$ cat config.mk
export PLATFORM = sky130hd
export DESIGN_NAME = csa_sub_seq_flat
export DESIGN_NICKNAME = d
export VERILOG_FILES = /design/src/rtl/csa_sub_seq_if.sv /design/src/rtl/csa_sub_seq.sv /design/src/flat_wrapper.sv
export SDC_FILE = /design/constraint.sdc
export NUM_CORES = 1
export LEC_CHECK = 0
export BUFFER_PORTS_ARGS = -buffer_cell sky130_fd_sc_hd__buf_2
export CAP_MARGIN = 25
export CORE_UTILIZATION = 60
export CTS_CLUSTER_DIAMETER = 60
export DETAILED_ROUTE_END_ITERATION = 8
export GPL_ROUTABILITY_DRIVEN = 1
export HOLD_SLACK_MARGIN = 0.08
export PLACE_DENSITY = 0.95
export SLEW_MARGIN = 0
export SYNTH_ARGS = -nofsm -noshare
export SYNTH_HDL_FRONTEND = slang
export SYNTH_SLANG_ARGS = --single-unit
$ cat constraint.sdc
create_clock -name clk -period 4.9 [get_ports clk]
set_clock_uncertainty 0.05 [all_clocks]
set_input_delay 0.98 -clock clk [delete_from_list [all_inputs] [get_ports clk]]
set_output_delay 0.98 -clock clk [all_outputs]
set_load 0.01 [all_outputs]
$ cat src/rtl/csa_sub_seq_if.sv
// Start/done bus for csa_sub_seq. The ovf signal exists only when CSA_SUB_OVF_EN is defined.
// Handshake: a request is taken on the rising edge where start=1 and ready=1; done is a
// single-cycle pulse, and diff/bout (and ovf) stay valid from done until the next done.
interface csa_sub_seq_if #(
  parameter int WIDTH = 16
);
  logic             start;
  logic [WIDTH-1:0] a;
  logic [WIDTH-1:0] b;
  logic             bin;
  logic             ready;
  logic             busy;
  logic             done;
  logic [WIDTH-1:0] diff;
  logic             bout;
`ifdef CSA_SUB_OVF_EN
  logic             ovf;

  modport master (output start, a, b, bin, input ready, busy, done, diff, bout, ovf);
  modport slave  (input start, a, b, bin, output ready, busy, done, diff, bout, ovf);
`else
  modport master (output start, a, b, bin, input ready, busy, done, diff, bout);
  modport slave  (input start, a, b, bin, output ready, busy, done, diff, bout);
`endif
endinterface

$ cat src/rtl/csa_sub_seq.sv
// Sequential ripple-borrow subtractor: diff = a - b - bin, one DIGIT-bit slice per clock.
// Optional signed-overflow flag is enabled by defining CSA_SUB_OVF_EN.
module csa_sub_seq #(
  parameter int WIDTH = 16,
  parameter int DIGIT = 4
) (
  input  logic        clk,
  input  logic        rst,
  csa_sub_seq_if.slave bus,
  output logic [1:0]  state_dbg
);
  localparam int N  = WIDTH / DIGIT;
  localparam int CW = (N > 1) ? $clog2(N) : 1;

  typedef enum logic [1:0] {
    S_IDLE = 2'd0,
    S_RUN  = 2'd1,
    S_DONE = 2'd2
  } state_t;

  state_t           state_q, state_d;
  logic [CW-1:0]    cnt_q, cnt_d;
  logic [WIDTH-1:0] a_q, a_d;
  logic [WIDTH-1:0] b_q, b_d;
  logic             borrow_q, borrow_d;
  logic [WIDTH-1:0] work_q, work_d;
  logic [WIDTH-1:0] diff_q, diff_d;
  logic             bout_q, bout_d;
`ifdef CSA_SUB_OVF_EN
  logic             ovf_q, ovf_d;
`endif

  logic [DIGIT-1:0] a_slice, b_slice;
  logic [DIGIT:0]   slice_sum;

  // Subtraction as a + ~b + ~borrow; the slice's carry-out is the inverted borrow-out.
  always_comb begin
    a_slice   = a_q[cnt_q*DIGIT +: DIGIT];
    b_slice   = b_q[cnt_q*DIGIT +: DIGIT];
    slice_sum = {1'b0, a_slice} + {1'b0, ~b_slice} + {{DIGIT{1'b0}}, ~borrow_q};
  end

  always_comb begin
    state_d  = state_q;
    cnt_d    = cnt_q;
    a_d      = a_q;
    b_d      = b_q;
    borrow_d = borrow_q;
    work_d   = work_q;
    diff_d   = diff_q;
    bout_d   = bout_q;
`ifdef CSA_SUB_OVF_EN
    ovf_d    = ovf_q;
`endif
    case (state_q)
      S_IDLE: begin
        if (bus.start) begin
          a_d      = bus.a;
          b_d      = bus.b;
          borrow_d = bus.bin;
          work_d   = '0;
          cnt_d    = '0;
          state_d  = S_RUN;
        end
      end
      S_RUN: begin
        work_d[cnt_q*DIGIT +: DIGIT] = slice_sum[DIGIT-1:0];
        borrow_d = ~slice_sum[DIGIT];
        if (cnt_q == CW'(N - 1)) begin
          diff_d  = work_d;
          bout_d  = ~slice_sum[DIGIT];
`ifdef CSA_SUB_OVF_EN
          ovf_d   = (a_q[WIDTH-1] != b_q[WIDTH-1]) && (work_d[WIDTH-1] != a_q[WIDTH-1]);
`endif
          cnt_d   = '0;
          state_d = S_DONE;
        end else begin
          cnt_d = cnt_q + 1'b1;
        end
      end
      S_DONE: begin
        state_d = S_IDLE;
      end
      default: begin
        state_d = S_IDLE;
      end
    endcase
  end

  always_ff @(posedge clk or posedge rst) begin
    if (rst) begin
      state_q  <= S_IDLE;
      cnt_q    <= '0;
      a_q      <= '0;
      b_q      <= '0;
      borrow_q <= 1'b0;
      work_q   <= '0;
      diff_q   <= '0;
      bout_q   <= 1'b0;
`ifdef CSA_SUB_OVF_EN
      ovf_q    <= 1'b0;
`endif
    end else begin
      state_q  <= state_d;
      cnt_q    <= cnt_d;
      a_q      <= a_d;
      b_q      <= b_d;
      borrow_q <= borrow_d;
      work_q   <= work_d;
      diff_q   <= diff_d;
      bout_q   <= bout_d;
`ifdef CSA_SUB_OVF_EN
      ovf_q    <= ovf_d;
`endif
    end
  end

  assign bus.ready = (state_q == S_IDLE);
  assign bus.busy  = (state_q == S_RUN);
  assign bus.done  = (state_q == S_DONE);
  assign bus.diff  = diff_q;
  assign bus.bout  = bout_q;
`ifdef CSA_SUB_OVF_EN
  assign bus.ovf   = ovf_q;
`endif
  assign state_dbg = state_q;
endmodule

$ cat src/flat_wrapper.sv
// flat-port wrapper written by rule: the top's interface ports become plain ports
module csa_sub_seq_flat 
#(
  parameter int WIDTH = 16,
  parameter int DIGIT = 4
)
  (clk, rst, state_dbg, bus_start, bus_a, bus_b, bus_bin, bus_ready, bus_busy, bus_done, bus_diff, bus_bout);
  csa_sub_seq_if #(.WIDTH(WIDTH)) bus_i ();
  input  logic clk;
  input  logic rst;
  output logic [1:0] state_dbg;
  input wire logic [$bits(bus_i.start)-1:0] bus_start;
  input wire logic [$bits(bus_i.a)-1:0] bus_a;
  input wire logic [$bits(bus_i.b)-1:0] bus_b;
  input wire logic [$bits(bus_i.bin)-1:0] bus_bin;
  output wire logic [$bits(bus_i.ready)-1:0] bus_ready;
  output wire logic [$bits(bus_i.busy)-1:0] bus_busy;
  output wire logic [$bits(bus_i.done)-1:0] bus_done;
  output wire logic [$bits(bus_i.diff)-1:0] bus_diff;
  output wire logic [$bits(bus_i.bout)-1:0] bus_bout;
  assign bus_i.start = bus_start;
  assign bus_i.a = bus_a;
  assign bus_i.b = bus_b;
  assign bus_i.bin = bus_bin;
  assign bus_ready = bus_i.ready;
  assign bus_busy = bus_i.busy;
  assign bus_done = bus_i.done;
  assign bus_diff = bus_i.diff;
  assign bus_bout = bus_i.bout;
  csa_sub_seq #(.WIDTH(WIDTH), .DIGIT(DIGIT)) u_core (.clk(clk), .rst(rst), .bus(bus_i), .state_dbg(state_dbg));
endmodule
* Word-level counts from Yosys, hierarchy flattened
Index checks and enable logic that the tools add are counted.
** Word-level totals
- Register bits :: 70
- Output and inout port bits :: 22
** Operators by class
- Equality and inequality tests :: 5
- Bitwise logic cells :: 3
- Shifts and indexed selects :: 4
- Reduce and logical (&&, ||, !) cells :: 6
- Add/sub/neg operators :: 4
- Muxes and demuxes :: 11
** Operator list (number)
- negator 4 -> 34 bit :: 1
- variable shift 4 x 34 -> 16 bit (first input constant) :: 1
- variable part select 4 x 34 -> 16 bit :: 1
- one-hot mux 16 bit (2 select lines) :: 1
- variable part select 16 x 5 -> 4 bit :: 2
- bitwise mux 16 bit :: 1
- two-way mux 16 bit :: 1
- two-way mux 2 bit :: 4
- one-hot mux 2 bit (2 select lines) :: 2
- AND reduction 2 bit :: 4
- adder 4 x 4 -> 5 bit :: 1
- adder 5 x 1 -> 5 bit :: 1
- == test 2 bit (second input constant) :: 2
- inverter 4 bit :: 1
- adder 2 x 1 -> 2 bit (second input constant) :: 1
- == test 2 x 1 -> 1 bit (second input constant) :: 1
- zero test 2 bit :: 1
- inequality test 2 x 1 -> 1 bit (second input constant) :: 1
- inequality test 2 bit (second input constant) :: 1
- inverter 1 bit :: 2
- one-hot mux 1 bit (2 select lines) :: 1
- nonzero test 2 bit :: 1
- two-way mux 1 bit :: 1

* Depth between registers and ports, before layout
Gate-level depths: netlist of the first run.
- Depth after elaboration :: 7
- Gate-level depth with buffers :: 9
- Mapped depth without buffers :: 8

* Least setup slack after synthesis of the first run
Ideal clock, no wire load.
- Kind :: register -> register
- Start point :: register u_core.cnt_q[0]
- End point :: register u_core.work_q[2]
- Data arrival time :: 2.785 ns
- Path slack :: 1.999 ns
- Buffers on the path :: 1
- Cell stages (with the launch flop) :: 8
- Library setup time :: 0.066 ns
- Clock period less this slack :: 2.901 ns
- Cells stage by stage :: dfrtp_1 -> buf_2 -> mux4_2 -> fa_1 -> fa_1 -> xnor2_1 -> and2_1 -> a22o_1
** Between the ends
- Cells in the longest elaborated chain, start to end :: 7
** Ends and longest elaborated chain
- start: declaration :: line csa_sub_seq.sv:22 : logic [CW-1:0] cnt_q, cnt_d;
- start signal: assignment :: line csa_sub_seq.sv:105 : cnt_q <= cnt_d;
- variable part select 16 x 5 -> 4 bit :: line csa_sub_seq.sv:39 : b_slice = b_q[cnt_q*DIGIT +: DIGIT];
- inverter 4 bit :: line csa_sub_seq.sv:40 : slice_sum = {1'b0, a_slice} + {1'b0, ~b_slice} + {{DIGIT{1'b0}}, ~borrow_q};
- adder 4 x 4 -> 5 bit :: line csa_sub_seq.sv:40
- adder 5 x 1 -> 5 bit :: line csa_sub_seq.sv:40
- variable part select 4 x 34 -> 16 bit :: line csa_sub_seq.sv:67 : work_d[cnt_q*DIGIT +: DIGIT] = slice_sum[DIGIT-1:0];
- bitwise mux 16 bit * :: line csa_sub_seq.sv:67
- one-hot mux 16 bit (2 select lines) * :: line csa_sub_seq.sv:55 : case (state_q)
- end signal: assignment :: line csa_sub_seq.sv:109 : work_q <= work_d;
- end: declaration :: line csa_sub_seq.sv:26 : logic [WIDTH-1:0] work_q, work_d;
Every way passes the cells marked *; elsewhere a longest branch is shown, timed or not.
A chain may end at the register's enable or synchronous reset.

* Worst setup path in the final report of the first run
Ends and elaborated chain as after synthesis.

==> flow_metrics.env, run 1 <==
export IMPL_core_um2=5200
export IMPL_maxCapViolCount=0
export IMPL_cpPeakStageDelay_ns=0.81
export IMPL_final_common_cell="dfrtp_1"
export IMPL_crit_required_ns=5.13
export IMPL_fin_util_pct=73.8
export IMPL_die_area_um2=5770
export IMPL_worst_setup_path_end_kind="register"
export IMPL_portBuffers=57
export IMPL_htree_levels=3
export IMPL_power_leakage_uw=0.00180
export IMPL_top_usage_layer="met2"
export IMPL_period_minus_slack_ns=3.24
export IMPL_num_antenna_cells=0
export IMPL_avgSynthCellArea_um2=12.7
export IMPL_syn2layout_area_growth_pct=17.0
export IMPL_cts_resized=0
export IMPL_clockBufferDepth=2
export IMPL_ir_worst_vdd_mv=0.449
export IMPL_tightest_slew_ns=0.939
export IMPL_crit_arrival_ns=3.47
export IMPL_clock_fmax_mhz=309
export IMPL_dp_hpwl_um=4890
export IMPL_cts_root_buffer="clkbuf_8"
export IMPL_holdBufCountCts=0
export IMPL_cpMostUsedCell="fa_1"
export IMPL_cp_slowest_cell="dfrtp_1"
export IMPL_dr_pass1_iters=4
export IMPL_clock_sinks=70
export IMPL_min_period_over_period_pct=66.1
export IMPL_p_comb_share_pct=49.2
export IMPL_die_height_um=76.0
export IMPL_hold_viol_final=0
export IMPL_p_int_uw=1870
export IMPL_synthTopCellsByArea="dfrtp_1 (53%), mux2_2 (11%), mux4_2 (5.5%)"
export IMPL_vias=2344
export IMPL_use_met3_pct=4.43
export IMPL_critPathTopFamily="adder cells"
export IMPL_seq_power_share_pct=33.7
export IMPL_syn_nets=306
export IMPL_status="complete, no violations"
export IMPL_grt_use_met2_pct=44.1
export IMPL_pwr_density_cell_nw_per_um2=818
export IMPL_num_rows=26
export IMPL_path_cells="mux4_2, fa_1, fa_1, xnor2_1, and2_1, a22o_1"
export IMPL_fillCellCount=363
export IMPL_drive_gt1_share_pct=39.1
export IMPL_cts_tree="yes"
export IMPL_drt_initial_drc_count=171
export IMPL_viasPerCell=5.93
export IMPL_grt_start_max_net_pins=47
export IMPL_switchingPower_uw=1270
export IMPL_start_util_pct=63.1
export IMPL_yosys_area_top_type_share_pct=53.3
export IMPL_setup_viol=0
export IMPL_use_met1_pct=32.4
export IMPL_grt_use_total_pct=26.4
export IMPL_wl_per_cell_um=17.6
export IMPL_seq_area_frac_synth_pct=53.3
export IMPL_path_class="reg2reg"
export IMPL_first_global_vias=2454
export IMPL_ys_ff_latch=70
export IMPL_cts_setup_buffers=0
export IMPL_setup_tns_ns=0
export IMPL_sw_frac_of_total_pct=40.5
export IMPL_synth_warning_count=0
export IMPL_hp_class="reg2reg"
export IMPL_startpoint_type="register"
export IMPL_insertion_delay_ns=0.35
export IMPL_max_slew_margin_pct=37.3
export IMPL_grt_ovfl_total=0
export IMPL_synth_area_um2=3280
export IMPL_finalNetCount=367
export IMPL_die_width_um=76.0
export IMPL_routabilityCongestion=0.851
export IMPL_grt_antenna_before_repair=0
export IMPL_yosysUniqueCellTypes=37
export IMPL_cts_buffers=9
export IMPL_clkTransAtPathRegs_ns=0.07
export IMPL_synth_area_leader_cell="dfrtp_1"
export IMPL_drc=0
export IMPL_wl_um=6970
export IMPL_worst_path_buf_inv=0
export IMPL_rsz0062_at_grt="false"
export IMPL_pwr_share_clk_pct=17.1
export IMPL_path_max_fanout=16
export IMPL_syn_inst=259
export IMPL_maxSlewViolCount=0
export IMPL_num_io_pins=58
export IMPL_drtAntennaViolNets=0
export IMPL_layout_common_cells="dfrtp_1 (70), buf_2 (57), mux2_2 (32), nor2_1 (29), inv_1 (13)"
export IMPL_grt_first_pass_wirelength_um=11600
==> path summary, 6_finish.rpt <==
check	depth (start not counted)	end	from	slack, ns
worst max-delay path	6	u_core.work_q[2]	u_core.cnt_q[0]	1.66
worst min-delay path	2	u_core.bus.diff[4]	u_core.bus.diff[4]	0.43
worst max register to register	6	u_core.work_q[2]	u_core.cnt_q[0]	1.66
worst min register to register	2	u_core.bus.diff[4]	u_core.bus.diff[4]	0.43
max in group asynchronous	3	u_core.a_q[3]	rst	3.14
min in group asynchronous	2	u_core.bus.diff[6]	rst	0.79
==> flip-flops by register name, indices dropped and copies added (netlist names) <==
register          cells
u_core.state_dbg      2
u_core.borrow_q       1
u_core.bus.bout       1
u_core.work_q        16
u_core.b_q           16
u_core.bus.diff      16
u_core.cnt_q          2
u_core.a_q           16
==> cell families after synthesis <==
| logic type | Yosys count | synth area share [%] |
|---|---|---|
| fa+ha+maj | 11 | 4.65 |
| mux | 40 | 16.5 |
| simple gates | 60 | 9.56 |
| compound gates | 51 | 11.8 |
| flops | 70 | 53.3 |
| xor+xnor | 1 | 0.267 |
| buf+inv | 26 | 3.89 |
==> power by group through the flow <==
stage / clock network, uW / registers (uW) / logic, uW
floorplan: 0 / 1010 / 1160
global placement: 0 / 1040 / 1460
detailed placement: 0 / 1070 / 1530
CTS: 542 / 1060 / 1540
global route: 571 / 1090 / 1690
finish: 536 / 1060 / 1550
==> cell usage after synthesis <==
cell type   n
buf_4       3
a221oi_1   10
clkbuf_1    1
a21oi_1     5
inv_2       3
nand2_2     2
buf_6       2
buf_2       3
o31ai_1     2
dfrtp_1    70
nand2b_1    5
nor2_2      1
nor4b_2     1
and2_1      1
a31oi_1     2
nor2b_1     1
a22o_1     12
a32o_1      4
o22a_1      1
o21ai_0     6
and3b_1     1
nand3_1     4
nor4_4      1
mux4_2      8
nor3_2      2
ha_1        9
o22ai_1     2
nand2_1    10
inv_1      14
or3_4       1
nor2_1     29
fa_1        2
and2_4      1
a21o_1      5
xnor2_1     1
a22oi_1     2
mux2_2     32
==> worst min-delay path: cells and delay by family, from the launching register on <==
kind	cells	cell delay, ns
AOI/OAI and AO/OA	1	0.06
and+or+nand+nor	1	0.04
DFF	1	0.35
==> layer usage <==
layer  routed length [um]  part of all wire (%)  vias up
li1                     -                     -     1065
met1                 2830                    41     1173
met2                 3600                    52       88
met3                  346                   5.0       18
met4                  194                   2.8        0
met5                    0                     0        -
==> area by class of cell <==
type | instances | area [um^2] | area share (%)
inverter | 17 | 63.8 | 1.66
sequential | 70 | 1750 | 45.6
clock inverter | 3 | 65.1 | 1.69
timing repair buffer | 59 | 300 | 7.82
tap | 70 | 87.6 | 2.28
multi-input combinational | 163 | 1410 | 36.6
clock buffer | 13 | 169 | 4.40
==> through the flow <==
stage / hold slack (ns) / instance area [um^2] / power (uW) / worst slack, ns / instances
4_1_cts: 0.437 / 3840 / 3140 / 1.65 / 395
2_1_floorplan: 0.416 / 3280 / 2160 / 2.00 / 259
5_1_grt: 0.478 / 3840 / 3350 / 1.45 / 395
3_3_place_gp: 0.410 / 3610 / 2500 / 1.74 / 379
3_5_place_dp: 0.421 / 3610 / 2590 / 1.63 / 379
6_report: 0.433 / 3840 / 3140 / 1.66 / 395
(Power assumes the default switching activity.)
==> run 2: changes to the inputs <==
--- a/config.mk
+++ b/config.mk
@@ -5,14 +5,15 @@
 export SDC_FILE = /design/constraint.sdc
 export NUM_CORES = 1
 export LEC_CHECK = 0
+export ABC_AREA = 1
 export BUFFER_PORTS_ARGS = -buffer_cell sky130_fd_sc_hd__buf_2
 export CAP_MARGIN = 25
-export CORE_UTILIZATION = 60
+export CORE_UTILIZATION = 50
 export CTS_CLUSTER_DIAMETER = 60
 export DETAILED_ROUTE_END_ITERATION = 8
 export GPL_ROUTABILITY_DRIVEN = 1
 export HOLD_SLACK_MARGIN = 0.08
-export PLACE_DENSITY = 0.95
+export PLACE_DENSITY = 0.86
 export SLEW_MARGIN = 0
 export SYNTH_ARGS = -nofsm -noshare
 export SYNTH_HDL_FRONTEND = slang
==> constraint.sdc (replaced) <==
create_clock -name clk -period 2.69 [get_ports clk]
set_clock_uncertainty 0.05 [all_clocks]
set_input_delay 0.538 -clock clk [delete_from_list [all_inputs] [get_ports clk]]
set_output_delay 0.538 -clock clk [all_outputs]
set_load 0.01 [all_outputs]
==> flow_metrics.env, run 2 <==
export IMPL_power_leakage_uw=0.00207
export IMPL_die_width_um=84.2
export IMPL_seq_area_frac_synth_pct=51.8
export IMPL_p_comb_share_pct=51.7
export IMPL_drc=6
export IMPL_start_util_pct=52.6
export IMPL_min_period_over_period_pct=98.9
export IMPL_worst_setup_path_end_kind="register"
export IMPL_synth_area_um2=3380
export IMPL_grt_start_max_net_pins=46
export IMPL_hp_class="in2async"
export IMPL_synth_edff_count=0
export IMPL_viasPerCell=5.25
export IMPL_ys_ff_latch=70
export IMPL_path_max_fanout=7
export IMPL_r2r_start="u_core.cnt_q[0]"
export IMPL_grt_antenna_before_repair=0
export IMPL_syn_nets=400
export IMPL_startpoint_type="register"
export IMPL_status="complete, but fails checks"
export IMPL_num_io_pins=58
export IMPL_hold_viol_final=0
export IMPL_sw_frac_of_total_pct=41.2
export IMPL_pwr_share_clk_pct=16.1
export IMPL_avgSynthCellArea_um2=9.57
export IMPL_num_antenna_cells=0
export IMPL_clock_fmax_mhz=376
export IMPL_grt_ovfl_total=0
export IMPL_syn2layout_area_growth_pct=20.3
export IMPL_grt_use_total_pct=21.9
export IMPL_r2r_end="u_core.bus.diff[5]"
export IMPL_dp_hpwl_um=5170
export IMPL_setup_tns_ns=0
export IMPL_holdWs_ns=0.179
export IMPL_first_global_vias=2646
export IMPL_period_minus_slack_ns=2.66
export IMPL_syn_inst=353
export IMPL_final_common_cell="nand2_1"
export IMPL_holdBufCountCts=0
export IMPL_violations="design-rule violations"
export IMPL_htree_levels=3
export IMPL_crit_arrival_ns=2.88
export IMPL_num_rows=29
export IMPL_routabilityCongestion=0.913
export IMPL_wl_um=7420
export IMPL_clock_sinks=70
export IMPL_tightest_slew_ns=0.546
export IMPL_yosys_area_top_type_share_pct=51.8
export IMPL_grt_first_pass_wirelength_um=12000
export IMPL_switchingPower_uw=2280
export IMPL_cts_root_buffer="clkbuf_8"
export IMPL_yosysUniqueCellTypes=27
export IMPL_maxSlewViolCount=0
export IMPL_pwr_density_cell_nw_per_um2=1360
export IMPL_ir_worst_vdd_mv=0.699
export IMPL_vias=2657
export IMPL_dp_cells=485
export IMPL_synth_area_leader_cell="dfrtp_1"
export IMPL_finalNetCount=472
export IMPL_die_area_um2=7090
export IMPL_clkTransAtPathRegs_ns=0.07
export IMPL_drt_initial_drc_count=173
export IMPL_fin_cells=506
export IMPL_max_slew_margin_pct=63.6
export IMPL_synthTopCellsByCount="nand2_1 (98), dfrtp_1 (70), inv_1 (41), mux2_2 (30)"
export IMPL_portBuffers=57
export IMPL_cts_buffers=9
export IMPL_insertion_delay_ns=0.35
export IMPL_core_um2=6420
export IMPL_reg2reg_depth=10
export IMPL_rsz0062_at_grt="true"
export IMPL_layout_common_cells="nand2_1 (98), dfrtp_1 (69), buf_2 (57), inv_1 (40), mux2_2 (30)"
export IMPL_yosysMostFrequentCell="nand2_1"
export IMPL_drtAntennaViolNets=0
export IMPL_synth_warning_count=0
export IMPL_setup_viol=0
export IMPL_die_height_um=84.2
export IMPL_ys_flop_type="dfrtp_1"
export IMPL_drive_gt1_share_pct=33.3
export IMPL_dr_pass1_iters=6
export IMPL_fin_util_pct=63.3
export IMPL_clockBufferDepth=2
export IMPL_p_int_uw=3250
export IMPL_async_flop_share_pct=100
export IMPL_r2r_slack_ns=0.03
export IMPL_cts_tree="yes"
export IMPL_crit_required_ns=2.91
export IMPL_maxCapViolCount=0
export IMPL_seq_power_share_pct=32.3
export IMPL_synthTopCellsByArea="dfrtp_1 (52%), nand2_1 (11%), mux2_2 (10%)"
export IMPL_wl_per_cell_um=14.7
export IMPL_path_class="reg2reg"
==> run 2: repair_timing <==
action | in CTS | in global routing
buffers inserted | 0 | 6
setup endpoints to repair | 4 | 4
resized for setup | 2 | 16
pin swaps | 0 | 6
==> run 2: area by class of cell <==
| class | count | area, um^2 |
|---|---|---|
| multi-input combinational | 225 | 1410 |
| sequential | 70 | 1750 |
| clock buffer | 12 | 165 |
| fill | 535 | 2360 |
| tap | 77 | 96.3 |
| timing repair buffer | 74 | 429 |
| inverter | 45 | 169 |
| clock inverter | 3 | 42.5 |
==> run 2: per-layer routing <==
layer / vias to the layer above / routed length (um) / part of all wire, % / GRT usage [%]
li1: 1287 / - / - / -
met4: 0 / 189 / 2.5 / 9.87
met3: 17 / 311 / 4.2 / 5.51
met5: - / 0 / 0 / 0
met2: 72 / 3780 / 51 / 37.4
met1: 1281 / 3140 / 42 / 26.2
==> run 2: worst max path at each step <==
stage                                     to  slack, ns             from
after floorplan           u_core.bus.diff[5]       0.01  u_core.cnt_q[0]
after global placement    u_core.bus.diff[5]       0.11  u_core.cnt_q[0]
after detailed placement   u_core.work_q[13]      -0.09  u_core.cnt_q[0]
after CTS                 u_core.bus.diff[5]       0.02  u_core.cnt_q[0]
after global routing       u_core.work_q[13]      -0.08  u_core.cnt_q[0]
final                     u_core.bus.diff[5]       0.03  u_core.cnt_q[0]
==> run 2: metrics by stage <==
step	setup WS [ns]	instance area, um^2	power (uW)
after detailed placement	-0.0892	3760	4350
after global placement	0.109	3760	4230
after floorplan	0.0128	3390	3670
after CTS	0.0232	3980	5260
after global routing	-0.0772	4060	5990
final	0.0296	4060	5530
==> run 2: power groups by stage <==
stage | clock [uW] | combinational, uW | sequential (uW)
3_5_place_dp | 0 | 2570 | 1790
4_1_cts | 900 | 2590 | 1770
5_1_grt | 952 | 3200 | 1840
6_report | 888 | 2860 | 1780
3_3_place_gp | 0 | 2460 | 1770
2_1_floorplan | 0 | 1940 | 1730
==> run 2: cells by family after synthesis <==
kind of cell    share of synthesized area [%]
compound gates                           9.70
fa+ha+maj                                4.52
buf+inv                                  7.89
flops                                    51.8
mux                                      10.0
simple gates                             16.1
==> run 2: critical path: stages, from the launching register on <==
cell	delay (ns)
dfrtp_2	0.45
buf_4	0.18
nor2_2	0.12
o22ai_2	0.08
fa_2	0.38
fa_1	0.49
or2_1	0.25
or2_4	0.25
o22ai_1	0.11
inv_1	0.09
o21ai_1	0.13
==> run 3: changes to the inputs <==
--- a/config.mk
+++ b/config.mk
@@ -14,6 +14,7 @@
 export GPL_ROUTABILITY_DRIVEN = 1
 export HOLD_SLACK_MARGIN = 0.08
 export PLACE_DENSITY = 0.86
+export SETUP_SLACK_MARGIN = 0.05
 export SLEW_MARGIN = 0
 export SYNTH_ARGS = -nofsm -noshare
 export SYNTH_HDL_FRONTEND = slang
==> flow_metrics.env, run 3 (synthesized netlist as in run 2, its figures left out) <==
export IMPL_grt_ovfl_total=0
export IMPL_fin_ws_ns=0.0517
export IMPL_portBuffers=57
export IMPL_tightest_slew_ns=0.786
export IMPL_pwr_density_cell_nw_per_um2=1330
export IMPL_holdBufCountCts=0
export IMPL_violations="design-rule violations"
export IMPL_syn2layout_area_growth_pct=19.0
export IMPL_grt_use_total_pct=22.0
export IMPL_cts_buffers=9
export IMPL_rsz0062_at_grt="true"
export IMPL_routabilityCongestion=0.902
export IMPL_setup_tns_ns=0
export IMPL_die_height_um=84.2
export IMPL_dp_worst_setup_slack_ns=0.0227
export IMPL_clock_sinks=70
export IMPL_die_area_um2=7090
export IMPL_dr_pass1_iters=7
export IMPL_setup_viol=0
export IMPL_crit_arrival_ns=2.86
export IMPL_clockBufferDepth=2
export IMPL_maxCapViolCount=0
export IMPL_viasPerCell=5.43
export IMPL_clock_fmax_mhz=379
export IMPL_die_width_um=84.2
export IMPL_drtAntennaViolNets=0
export IMPL_start_util_pct=52.6
export IMPL_hold_viol_final=0
export IMPL_period_minus_slack_ns=2.64
export IMPL_startpoint_type="register"
export IMPL_reg2reg_depth=11
export IMPL_crit_required_ns=2.91
export IMPL_drt_initial_drc_count=212
export IMPL_hp_class="in2async"
export IMPL_wl_um=7570
export IMPL_vias=2754
export IMPL_num_antenna_cells=0
export IMPL_cts_tree="yes"
export IMPL_grt_start_max_net_pins=40
export IMPL_htree_levels=3
export IMPL_insertion_delay_ns=0.35
export IMPL_clkTransAtPathRegs_ns=0.07
export IMPL_cts_root_buffer="clkbuf_8"
export IMPL_ir_worst_vdd_mv=0.726
export IMPL_r2r_end="u_core.work_q[5]"
export IMPL_status="complete, but fails checks"
export IMPL_worst_setup_path_end_kind="register"
export IMPL_maxSlewViolCount=0
export IMPL_finalNetCount=473
export IMPL_r2r_slack_ns=0.05
export IMPL_num_rows=29
export IMPL_num_io_pins=58
export IMPL_r2r_start="u_core.cnt_q[0]"
export IMPL_core_um2=6420
export IMPL_first_global_vias=2721
export IMPL_drc=6
export IMPL_wl_per_cell_um=14.9
export IMPL_path_max_fanout=5
export IMPL_grt_antenna_before_repair=0
export IMPL_dp_hpwl_um=5170
export IMPL_min_period_over_period_pct=98.1
export IMPL_layout_common_cells="nand2_1 (98), dfrtp_1 (68), buf_2 (57), inv_1 (40), mux2_2 (30)"
export IMPL_path_class="reg2reg"
export IMPL_power_leakage_uw=0.00205
export IMPL_drive_gt1_share_pct=33.5
export IMPL_max_slew_margin_pct=47.5
export IMPL_grt_first_pass_wirelength_um=12100
export IMPL_final_common_cell="nand2_1"
[run 3: worst max path at each step]
stage,start,to,slack [ns],cells after the start
2_1_floorplan,u_core.cnt_q[0],u_core.bus.diff[5],0.07,12
3_3_place_gp,u_core.cnt_q[0],u_core.bus.diff[5],0.16,10
3_5_place_dp,u_core.cnt_q[0],u_core.work_q[5],0.02,10
4_1_cts,u_core.cnt_q[0],u_core.work_q[5],0.09,10
5_1_grt,u_core.cnt_q[0],u_core.work_q[5],-0.03,10
6_report,u_core.cnt_q[0],u_core.work_q[5],0.05,11
[run 3: worst max-delay path, stage by stage (launching register included)]
cell and delay (ns):
dfrtp_2 0.45, buf_6 0.14, o21ai_2 0.06, nor2_1 0.14, a21oi_2 0.06, fa_2 0.38, fa_1 0.48, or2_1 0.25
or2_4 0.24, o22ai_1 0.10, inv_1 0.07, o22ai_1 0.12
[run 3: metal layers]
layer / global-route usage [%] / vias to the layer above / part of all wire (%)
li1: - / 1296 / -
met1: 27.2 / 1330 / 41
met2: 37.1 / 102 / 50
met3: 4.23 / 26 / 5.7
met4: 11.1 / 0 / 3.3
met5: 0 / - / 0
[run 3: final cells by class]
| class | count | area (um^2) |
|---|---|---|
| clock buffer | 13 | 139 |
| clock inverter | 2 | 10.0 |
| fill | 501 | 2400 |
| inverter | 45 | 174 |
| multi-input combinational | 225 | 1420 |
| sequential | 70 | 1750 |
| tap | 77 | 96.3 |
| timing repair buffer | 75 | 432 |
[run 3: repair_timing]
| action | 4_1_cts | 5_1_grt |
|---|---|---|
| setup buffers | 0 | 7 |
| gates resized for setup | 1 | 20 |
| pin swaps | 0 | 5 |
| endpoints found under the setup margin | 3 | 6 |
| hold endpoints to repair | 0 | 0 |
[run 3: power breakdown]
part / internal (uW) / switching [uW] / total, uW
clock: 328 / 361 / 688
sequential: 1500 / 287 / 1790
combinational: 1240 / 1640 / 2880
total: 3070 / 2290 / 5360
[run 3: metrics by stage]
stage	cells	power (uW)	cell area, um^2	util (%)	hold slack, ns
after floorplan	353	3690	3400	-	0.399
after global placement	485	4210	3750	58.4	0.407
after detailed placement	485	4310	3750	58.4	0.411
after CTS	500	5010	3900	60.7	0.299
after global routing	507	5820	4020	62.6	0.352
final	507	5360	4020	62.6	0.285
